### src/rtl/hazard_control_unit.sv
// Load-use / structural / taken-branch hazard controller beside the ID stage.
// Mealy outputs (same-cycle stall/flush); state, cnt and saturating statistics registered.
module hazard_control_unit #(
  parameter int REG_AW   = 5,
  parameter int INST_W   = 32,
  parameter int LOAD_LAT = 1,
  parameter int BR_FLUSH = 1,
  parameter int STAT_W   = 32
) (
  input  logic              clk,
  input  logic              rst,
  input  logic              MemRead_EX,
  input  logic [REG_AW-1:0] Rd_EX,
  input  logic [INST_W-1:0] IFID_inst,
  input  logic              rs1_used_ID,
  input  logic              rs2_used_ID,
  input  logic              mem_busy,
  input  logic              branch_taken_EX,
  output logic              stall,
  output logic              pc_WriteEnable,
  output logic              if_id_WriteEnable,
  output logic              id_ex_flush,
  output logic              if_id_flush,
  output logic [STAT_W-1:0] stall_cycles,
  output logic [STAT_W-1:0] flush_events
);

  typedef enum logic [1:0] {RUN, LOAD_STALL, FLUSH} state_t;

  state_t            state;
  logic [2:0]        cnt;
  logic [REG_AW-1:0] rs1;
  logic [REG_AW-1:0] rs2;
  logic              lu;
  logic              unused_inst_bits;

  assign rs1 = IFID_inst[15 +: REG_AW];
  assign rs2 = IFID_inst[20 +: REG_AW];
  assign unused_inst_bits = ^{IFID_inst[INST_W-1:20+REG_AW], IFID_inst[14:0]};

  // x0 is hardwired zero, so a load targeting it can never feed a consumer.
  assign lu = MemRead_EX && (Rd_EX != '0) &&
              ((rs1_used_ID && (Rd_EX == rs1)) || (rs2_used_ID && (Rd_EX == rs2)));

  always_comb begin
    stall             = 1'b0;
    pc_WriteEnable    = 1'b1;
    if_id_WriteEnable = 1'b1;
    id_ex_flush       = 1'b0;
    if_id_flush       = 1'b0;
    if (!rst) begin
      if (branch_taken_EX) begin
        if_id_flush = 1'b1;
        id_ex_flush = 1'b1;
      end else if (mem_busy) begin
        stall             = 1'b1;
        pc_WriteEnable    = 1'b0;
        if_id_WriteEnable = 1'b0;
      end else if ((state == LOAD_STALL) || ((state == RUN) && lu)) begin
        stall             = 1'b1;
        pc_WriteEnable    = 1'b0;
        if_id_WriteEnable = 1'b0;
        id_ex_flush       = 1'b1;
      end else if (state == FLUSH) begin
        if_id_flush = 1'b1;
      end
    end
  end

  always_ff @(posedge clk) begin
    if (rst) begin
      state        <= RUN;
      cnt          <= '0;
      stall_cycles <= '0;
      flush_events <= '0;
    end else begin
      if (stall && (stall_cycles != '1))
        stall_cycles <= stall_cycles + STAT_W'(1);

      if (branch_taken_EX) begin
        // A pending load stall belongs to the wrong path and is dropped.
        if (flush_events != '1)
          flush_events <= flush_events + STAT_W'(1);
        if (BR_FLUSH > 1) begin
          state <= FLUSH;
          cnt   <= 3'(BR_FLUSH - 1);
        end else begin
          state <= RUN;
          cnt   <= '0;
        end
      end else if (!mem_busy) begin
        // A busy memory port freezes state and cnt so no penalty cycle is lost.
        case (state)
          RUN: begin
            if (lu && (LOAD_LAT > 1)) begin
              state <= LOAD_STALL;
              cnt   <= 3'(LOAD_LAT - 1);
            end
          end
          LOAD_STALL, FLUSH: begin
            cnt <= cnt - 3'd1;
            if (cnt == 3'd1)
              state <= RUN;
          end
          default: begin
            state <= RUN;
            cnt   <= '0;
          end
        endcase
      end
    end
  end

endmodule
### config.mk
export PLATFORM = sky130hd
export DESIGN_NAME = hazard_control_unit
export DESIGN_NICKNAME = d
export VERILOG_FILES = /design/src/rtl/hazard_control_unit.sv
export SDC_FILE = /design/constraint.sdc
export NUM_CORES = 1
export LEC_CHECK = 0
export BUFFER_PORTS_ARGS = -buffer_cell sky130_fd_sc_hd__buf_2
export CAP_MARGIN = 5
export CORE_MARGIN = 1
export CORE_UTILIZATION = 54
export CTS_CLUSTER_SIZE = 16
export DETAILED_ROUTE_END_ITERATION = 10
export PLACE_DENSITY_LB_ADDON = 0.25
export SLEW_MARGIN = 20
export SYNTH_ARGS = -nofsm -noshare
export SYNTH_HDL_FRONTEND = slang
export SYNTH_SLANG_ARGS = --single-unit
### constraint.sdc
create_clock -name clk -period 5.8 [get_ports clk]
set_input_delay 1.45 -clock clk [delete_from_list [all_inputs] [get_ports clk]]
set_output_delay 1.45 -clock clk [all_outputs]
set_load 0.02 [all_outputs]
==> results of run 1 <==
==> flip-flops by register name, summed over array words and instances, names as in the netlist <==
register	flops
flush_events	32
stall_cycles	32
==> logic make-up (layout without fill, tap and decap cells) <==
group                      Yosys count  count (layout)  synth area share (%)
and+or+nand+nor                    198             198                  32.0
AOI/OAI and AO/OA                   73              73                  13.7
adders and majority gates            2               2                 0.743
xor gates and xnor gates            40              40                  10.4
muxes                                3               3                 0.929
DFF                                 64              64                  38.0
buffers and inverters               26             115                  4.16
==> routing by layer <==
metal | vias to the layer above | global-route usage, %
li1 | 1647 | -
met1 | 1586 | 31.9
met2 | 102 | 42.6
met3 | 21 | 5.84
met4 | 0 | 12.9
met5 | - | 0
==> Yosys cell counts (all sizes together) (3+ instances only) <==
| master | number | area [um2] |
|---|---|---|
| or4 | 12 | 90.1 |
| nand4 | 18 | 119 |
| nand2 | 31 | 116 |
| clkbuf | 12 | 46.3 |
| nor3 | 14 | 81.3 |
| xor2 | 9 | 78.8 |
| inv | 8 | 30.0 |
| and3 | 13 | 81.3 |
| o41ai | 4 | 35.0 |
| o311ai | 3 | 26.3 |
| xnor2 | 31 | 272 |
| o31ai | 12 | 90.1 |
| and2 | 8 | 50.1 |
| and4 | 8 | 70.1 |
| buf | 6 | 63.8 |
| nor2 | 46 | 173 |
| nor4 | 6 | 43.8 |
| a21oi | 26 | 130 |
| nand3 | 19 | 95.1 |
| or3 | 13 | 86.3 |
| o21ai | 16 | 80.1 |
| nor2b | 3 | 18.8 |
| dfxtp | 64 | 1280 |
==> metrics by stage <==
| stage | hold slack [ps] | power, W | worst slack, ps | area (um2) |
|---|---|---|---|---|
| 6_report | 499 | 0.000884 | 1340 | 4010 |
| 5_1_grt | 532 | 0.000909 | 1240 | 4010 |
| 4_1_cts | 493 | 0.000888 | 1380 | 4010 |
| 3_5_place_dp | 482 | 0.000503 | 1410 | 3810 |
| 3_3_place_gp | 473 | 0.000501 | 1410 | 3810 |
| 2_1_floorplan | 550 | 0.000487 | 1240 | 3370 |
==> final timing paths <==
check | to | slack (ps) | cells after the start
worst max-delay path | stall | 1340 | 7
worst min-delay path | stall_cycles[16] | 500 | 2
worst max register to register | stall_cycles[23] | 3000 | 7
worst min register to register | stall_cycles[16] | 500 | 2
==> worst max-delay path: cells and delay by family <==
| family | cells | cell delay, ps |
|---|---|---|
| AND/OR/NAND/NOR | 2 | 610 |
| buffers and inverters | 3 | 370 |
| AO/OA/AOI/OAI | 2 | 570 |
==> power groups by stage <==
stage | combinational, W | clock [W] | sequential, W
after floorplan | 0.0000309 | 0 | 0.000456
after global placement | 0.0000477 | 0 | 0.000454
after detailed placement | 0.0000490 | 0 | 0.000454
after CTS | 0.0000494 | 0.000395 | 0.000444
after global routing | 0.0000540 | 0.000411 | 0.000444
final | 0.0000492 | 0.000391 | 0.000444
==> cell type report <==
class / count / area [um2]
Multi-Input combinational cell: 316 / 1950
Sequential cell: 64 / 1280
Clock inverter: 3 / 40.0
Clock buffer: 13 / 159
Tap cell: 75 / 93.8
Fill cell: 530 / 1950
Inverter: 8 / 30.0
Timing Repair Buffer: 91 / 458
==> key figures, run 1 <==
Synthesis
  • Synthesized flop and latch total: between 60 and 70
  • Syn_nets: about 450
  • Asr flop ratio synth: 0%
  • Cells after synthesis: about 410
  • Synth Area per Inst: around 8.3 um2
  • Sequential share of the synthesized area: a little under two fifths
  • Synthesized cell area: between 0.003 and 0.004 mm2
  • Predominant post-synthesis flop cell: dfxtp_1
  • Post-synthesis cell type count: 50
  • Synth warn: 0
  • Post-synth EDFFs: 0

Worst setup path
  • Worst path slowest cell: or4_1
  • Critical Path Sink Type: output port
  • Cell mode on critical path: buf_2
  • Worst setup SP type: input pin
  • Largest stage delay, worst path: around 510 ps
  • RR Startpoint: stall_cycles[0]
  • Worst Path Max Fanout: 3
  • CP Launch Point: Rd_EX[1]
  • Worst path cell trace: buf_2, or4_1, o21ai_1, nor2b_1, o21ai_0, inv_1, buf_2
  • Arr. time, crit path: roughly 3000 ps
  • CP required: roughly 4400 ps
  • Critical path class: input pin to output port

STA
  • Min Tclk post-route: ~4500 ps
  • Least-Margin Pin Slew: between 800 and 900 ps
  • Setup_tns: 0 ps
  • Unrepaired setup endpoints after global routing: no
  • Setup violators final: 0
  • Tcrit/Tclk final: between 70 and 80%
  • Worst slew margin: about two fifths
  • Fmax: approximately 220 MHz
  • Endpoints failing hold: 0
  • Final slew viol count: 0
  • Final Skew: approximately 11 ps

Clock network
  • CTS Sinks: 64
  • CTS resizes: 0
  • Num CTS Buffers: 9
  • CTS Root Cell: clkbuf_8
  • # hold bufs at CTS: 0
  • CTS tree: done
  • CTS H-tree lvls: 3
  • Postcts setup bufs: 0
  • Deepest clock path buffer count: 2
  • Clock slew at reported path FFs: 70 ps
  • Worst-skew pair later-pin latency: 350 ps

Finish
  • Share of layout cells above drive strength 1: a little under a quarter
  • Commonest non-fill, non-tap cells in the layout: buf_2 (90), dfxtp_1 (64), nor2_1 (46)
  • Layout Nets: 536
  • Post-Route Utilization: about two thirds
  • Leading cell type in the layout, fill and taps excluded: buf_2
  • Area Growth Syn to Fin: 19.0%
  • Final std cells w/o fill: 570
  • # diodes: 0

Floorplan
  • Die area: between 0.006 and 0.007 mm2
  • Starting Density: between 50% and 60%
  • IO Count: approximately 110
  • Core area: between 0.005 and 0.006 mm2
  • FP Rows: 28
  • Die Span Y: slightly above 80 um
  • Horiz. Die Dim: 81.0 um

Power and ir drop
  • Leak: 1.56 nW
  • Peak VDD IR: 0.000150 V
  • Gate power share: 5.6%
  • Switching Share: 23.0%
  • Int Power: about 0.00068 W
  • Sequential share of power: around 50%
  • Part of the power in the clock network: around 44%
  • Pwr Density: 220 mW/mm2
  • Sw power: between 0.0002 and 0.00025 W

GRT
  • Largest net degree at the start of global routing: 42
  • All-Layer GR Usage: between 20% and 30%
  • Antenna violations before repair: 0
  • Global-route wire length before repair: approximately 13000 um
  • Vias in the first global route: ~3100
  • GRT overflow: 0

Flow run
  • Max Cap Viol: 0

Routing
  • DR vias/cell: 5.89
  • First-pass DRT Iterations: 5
  • Initial DRC count: about 180
  • Routed wire length: approximately 8100 um
  • DR WL met2: approximately 3900 um
  • Antenna Nets Post-Route: 0
  • Via count: 3356
  • Number of remaining DRC errors: 0
  • Top layer in use: met4
  • Wire length on met3: between 300 and 400 um
  • Metal-1 WL: 3570 um
  • WL per Instance: around 14 um

Placement
  • Cells after DPL: approximately 550
  • Placer Congestion: 0.858
  • Dpl hpwl: 5730 um
  • Buffers added on ports: 90

Min path
  • Hold path start: stall_cycles[16]
  • Worst hold path class: flip-flop to flip-flop

Outcome
  • Status: complete, no violations
Note: power is estimated with default switching activity, not from simulation.
==> run 2, diff against run 1 <==
--- a/config.mk
+++ b/config.mk
@@ -8,7 +8,7 @@
 export BUFFER_PORTS_ARGS = -buffer_cell sky130_fd_sc_hd__buf_2
 export CAP_MARGIN = 5
 export CORE_MARGIN = 1
-export CORE_UTILIZATION = 54
+export CORE_UTILIZATION = 46
 export CTS_CLUSTER_SIZE = 16
 export DETAILED_ROUTE_END_ITERATION = 10
 export PLACE_DENSITY_LB_ADDON = 0.25
==> constraint.sdc (replaced) <==
create_clock -name clk -period 3.95 [get_ports clk]
set_input_delay 0.9875 -clock clk [delete_from_list [all_inputs] [get_ports clk]]
set_output_delay 0.9875 -clock clk [all_outputs]
set_load 0.02 [all_outputs]
==> key figures, run 2 (synthesis gave the netlist of run 1 again) <==
Clock network
  • Num CTS Buffers: 9 (unchanged)
  • Clock slew at reported path FFs: 80 ps (about the same)
  • Postcts setup bufs: 0 (unchanged)
  • Deepest clock path buffer count: 2 (unchanged)
  • CTS Root Cell: clkbuf_8
  • Worst-skew pair later-pin latency: 350 ps (about the same)
  • CTS tree: done
  • # hold bufs at CTS: 0 (unchanged)
  • CTS H-tree lvls: 3 (unchanged)
  • CTS resizes: 0 (unchanged)
  • CTS Sinks: 64 (unchanged)

STA
  • Setup_tns: 0 ps (unchanged)
  • Tcrit/Tclk final: a little under 90%
  • Fmax: 288 MHz
  • Min Hold Slack: 500 ps (+1.25 ps)
  • Final slew viol count: 0 (unchanged)
  • Endpoints failing hold: 0 (unchanged)
  • Final Skew: 11.8 ps (+0.809 ps)
  • Min Tclk post-route: 3480 ps
  • Worst slew margin: 37.4% (-3.8 points)
  • Unrepaired setup endpoints after global routing: no
  • Least-Margin Pin Slew: 924 ps (+55.9 ps)
  • Setup violators final: 0 (unchanged)

Floorplan
  • Starting Density: 48.5% (-8.1 points)
  • Core area: 0.00694 mm2 (+17%)
  • Die area: 0.00767 mm2 (+17%)
  • Die Span Y: 87.6 um (+8.1%)
  • Horiz. Die Dim: 87.6 um (+8.1%)
  • IO Count: 113 (unchanged)
  • FP Rows: 30 (+7.1%)

Worst setup path
  • Buf/Inv on CP: 2 (-1)
  • CP required: 2960 ps (-1390 ps)
  • Crit-path leading delay family: simple AND/OR/NAND/NOR gates
  • Critical Path Sink Type: output port
  • Critical path class: input pin to output port
  • Largest stage delay, worst path: 520 ps (about the same)
  • Worst Path Max Fanout: 3 (unchanged)
  • Arr. time, crit path: 2490 ps (-520 ps)
  • Worst setup SP type: input pin
  • Cell mode on critical path: buf_2
  • RR Startpoint: stall_cycles[0]
  • Worst path slowest cell: or4_1
  • CP Launch Point: Rd_EX[1]
  • Worst path cell trace: buf_2, or4_1, o21ai_1, nor2b_1, o21ai_0, buf_2

Power and ir drop
  • Peak VDD IR: 0.000192 V (+28%)
  • Leak: 1.55 nW (-0.75%)
  • Pwr Density: 320 mW/mm2 (+45%)

GRT
  • All-Layer GR Usage: 22.0% (-4.0 points)
  • GRT overflow: 0 (unchanged)
  • Largest net degree at the start of global routing: 50 (+19%)
  • Global-route wire length before repair: 13400 um (+0.25%)
  • Antenna violations before repair: 0 (unchanged)
  • Vias in the first global route: 2816 (-7.7%)

Routing
  • Routed wire length: 8060 um (-0.42%)
  • First-pass DRT Iterations: 4 (-1)
  • Antenna Nets Post-Route: 0 (unchanged)
  • Number of remaining DRC errors: 0 (unchanged)
  • Initial DRC count: 151 (-17%)
  • DR vias/cell: 5.48 (-6.9%)
  • WL per Instance: 13.6 um (-4.0%)
  • Via count: 3241 (-3.4%)

Placement
  • Cells after DPL: 575 (+3.8%)
  • Placer Congestion: 0.828 (-3.5%)
  • Dpl hpwl: 5710 um (-0.34%)
  • Buffers added on ports: 90 (unchanged)

Finish
  • Final std cells w/o fill: 591 (+3.7%)
  • Share of layout cells above drive strength 1: 23.4% (+0.40 points)
  • Largest registers: flush_events x32, stall_cycles x32
  • Leading cell type in the layout, fill and taps excluded: buf_2
  • Commonest non-fill, non-tap cells in the layout: buf_2 (90), dfxtp_1 (64), nor2_1 (46)
  • Area Growth Syn to Fin: 19.7%
  • # diodes: 0 (unchanged)
  • Layout Nets: 536 (unchanged)

Outcome
  • Status: complete, no violations

Min path
  • Worst hold path class: flip-flop to flip-flop
  • Hold path start: stall_cycles[13]

Flow run
  • Max Cap Viol: 0 (unchanged)
[run 2: cell types whose count changed in the layout (fill, tap and decap cells not counted), sizes merged]
cell / previous run / this run
clkbuf: 13 / 9
inv: 8 / 9
clkinvlp: 0 / 3
[run 2: area by class of cell]
cell class | count | area [um2]
timing repair buffer | 91 | 458
fill | 656 | 2910
clock buffer | 9 | 124
sequential | 64 | 1280
inverter | 8 | 30.0
tap | 96 | 120
clock inverter | 7 | 71.3
multi-input combinational | 316 | 1950
[run 2: final timing paths]
path,to,slack [ps],cells after the start
max reg2reg,stall_cycles[23],1130,7
min,stall_cycles[13],500,2
max,if_id_WriteEnable,470,6
min reg2reg,stall_cycles[13],500,2
[run 2: report_power, final]
part	internal (W)	switching [W]	leakage (nW)	total, W
clock	0.000291	0.000278	0.0916	0.000569
combinational	0.0000267	0.0000444	0.945	0.0000712
sequential	0.000647	0.00000357	0.516	0.000651
total	0.000965	0.000326	1.55	0.00129
[run 2: per-stage QoR]
| step | total power [W] | setup slack [ps] | utilization (%) | instance area [um2] |
|---|---|---|---|---|
| final | 0.00129 | 473 | 58.1 | 4030 |
| after floorplan | 0.000714 | 318 | - | 3370 |
| after CTS | 0.00130 | 448 | 58.1 | 4030 |
| after global routing | 0.00134 | 250 | 58.1 | 4030 |
| after detailed placement | 0.000738 | 460 | 55.2 | 3840 |
| after global placement | 0.000736 | 467 | 55.2 | 3840 |
[run 2: routing by layer]
| layer | GRT usage (%) | part of all wire (%) |
|---|---|---|
| met1 | 29.0 | 48 |
| met5 | 0 | 0 |
| met3 | 4.34 | 3.5 |
| met2 | 36.2 | 47 |
| met4 | 7.15 | 1.4 |
[run 2: tightest hold or removal path, cell delays in order (launching register included)]
cell and delay, ps:
dfxtp_1 340, o41ai_1 60, a21oi_1 50
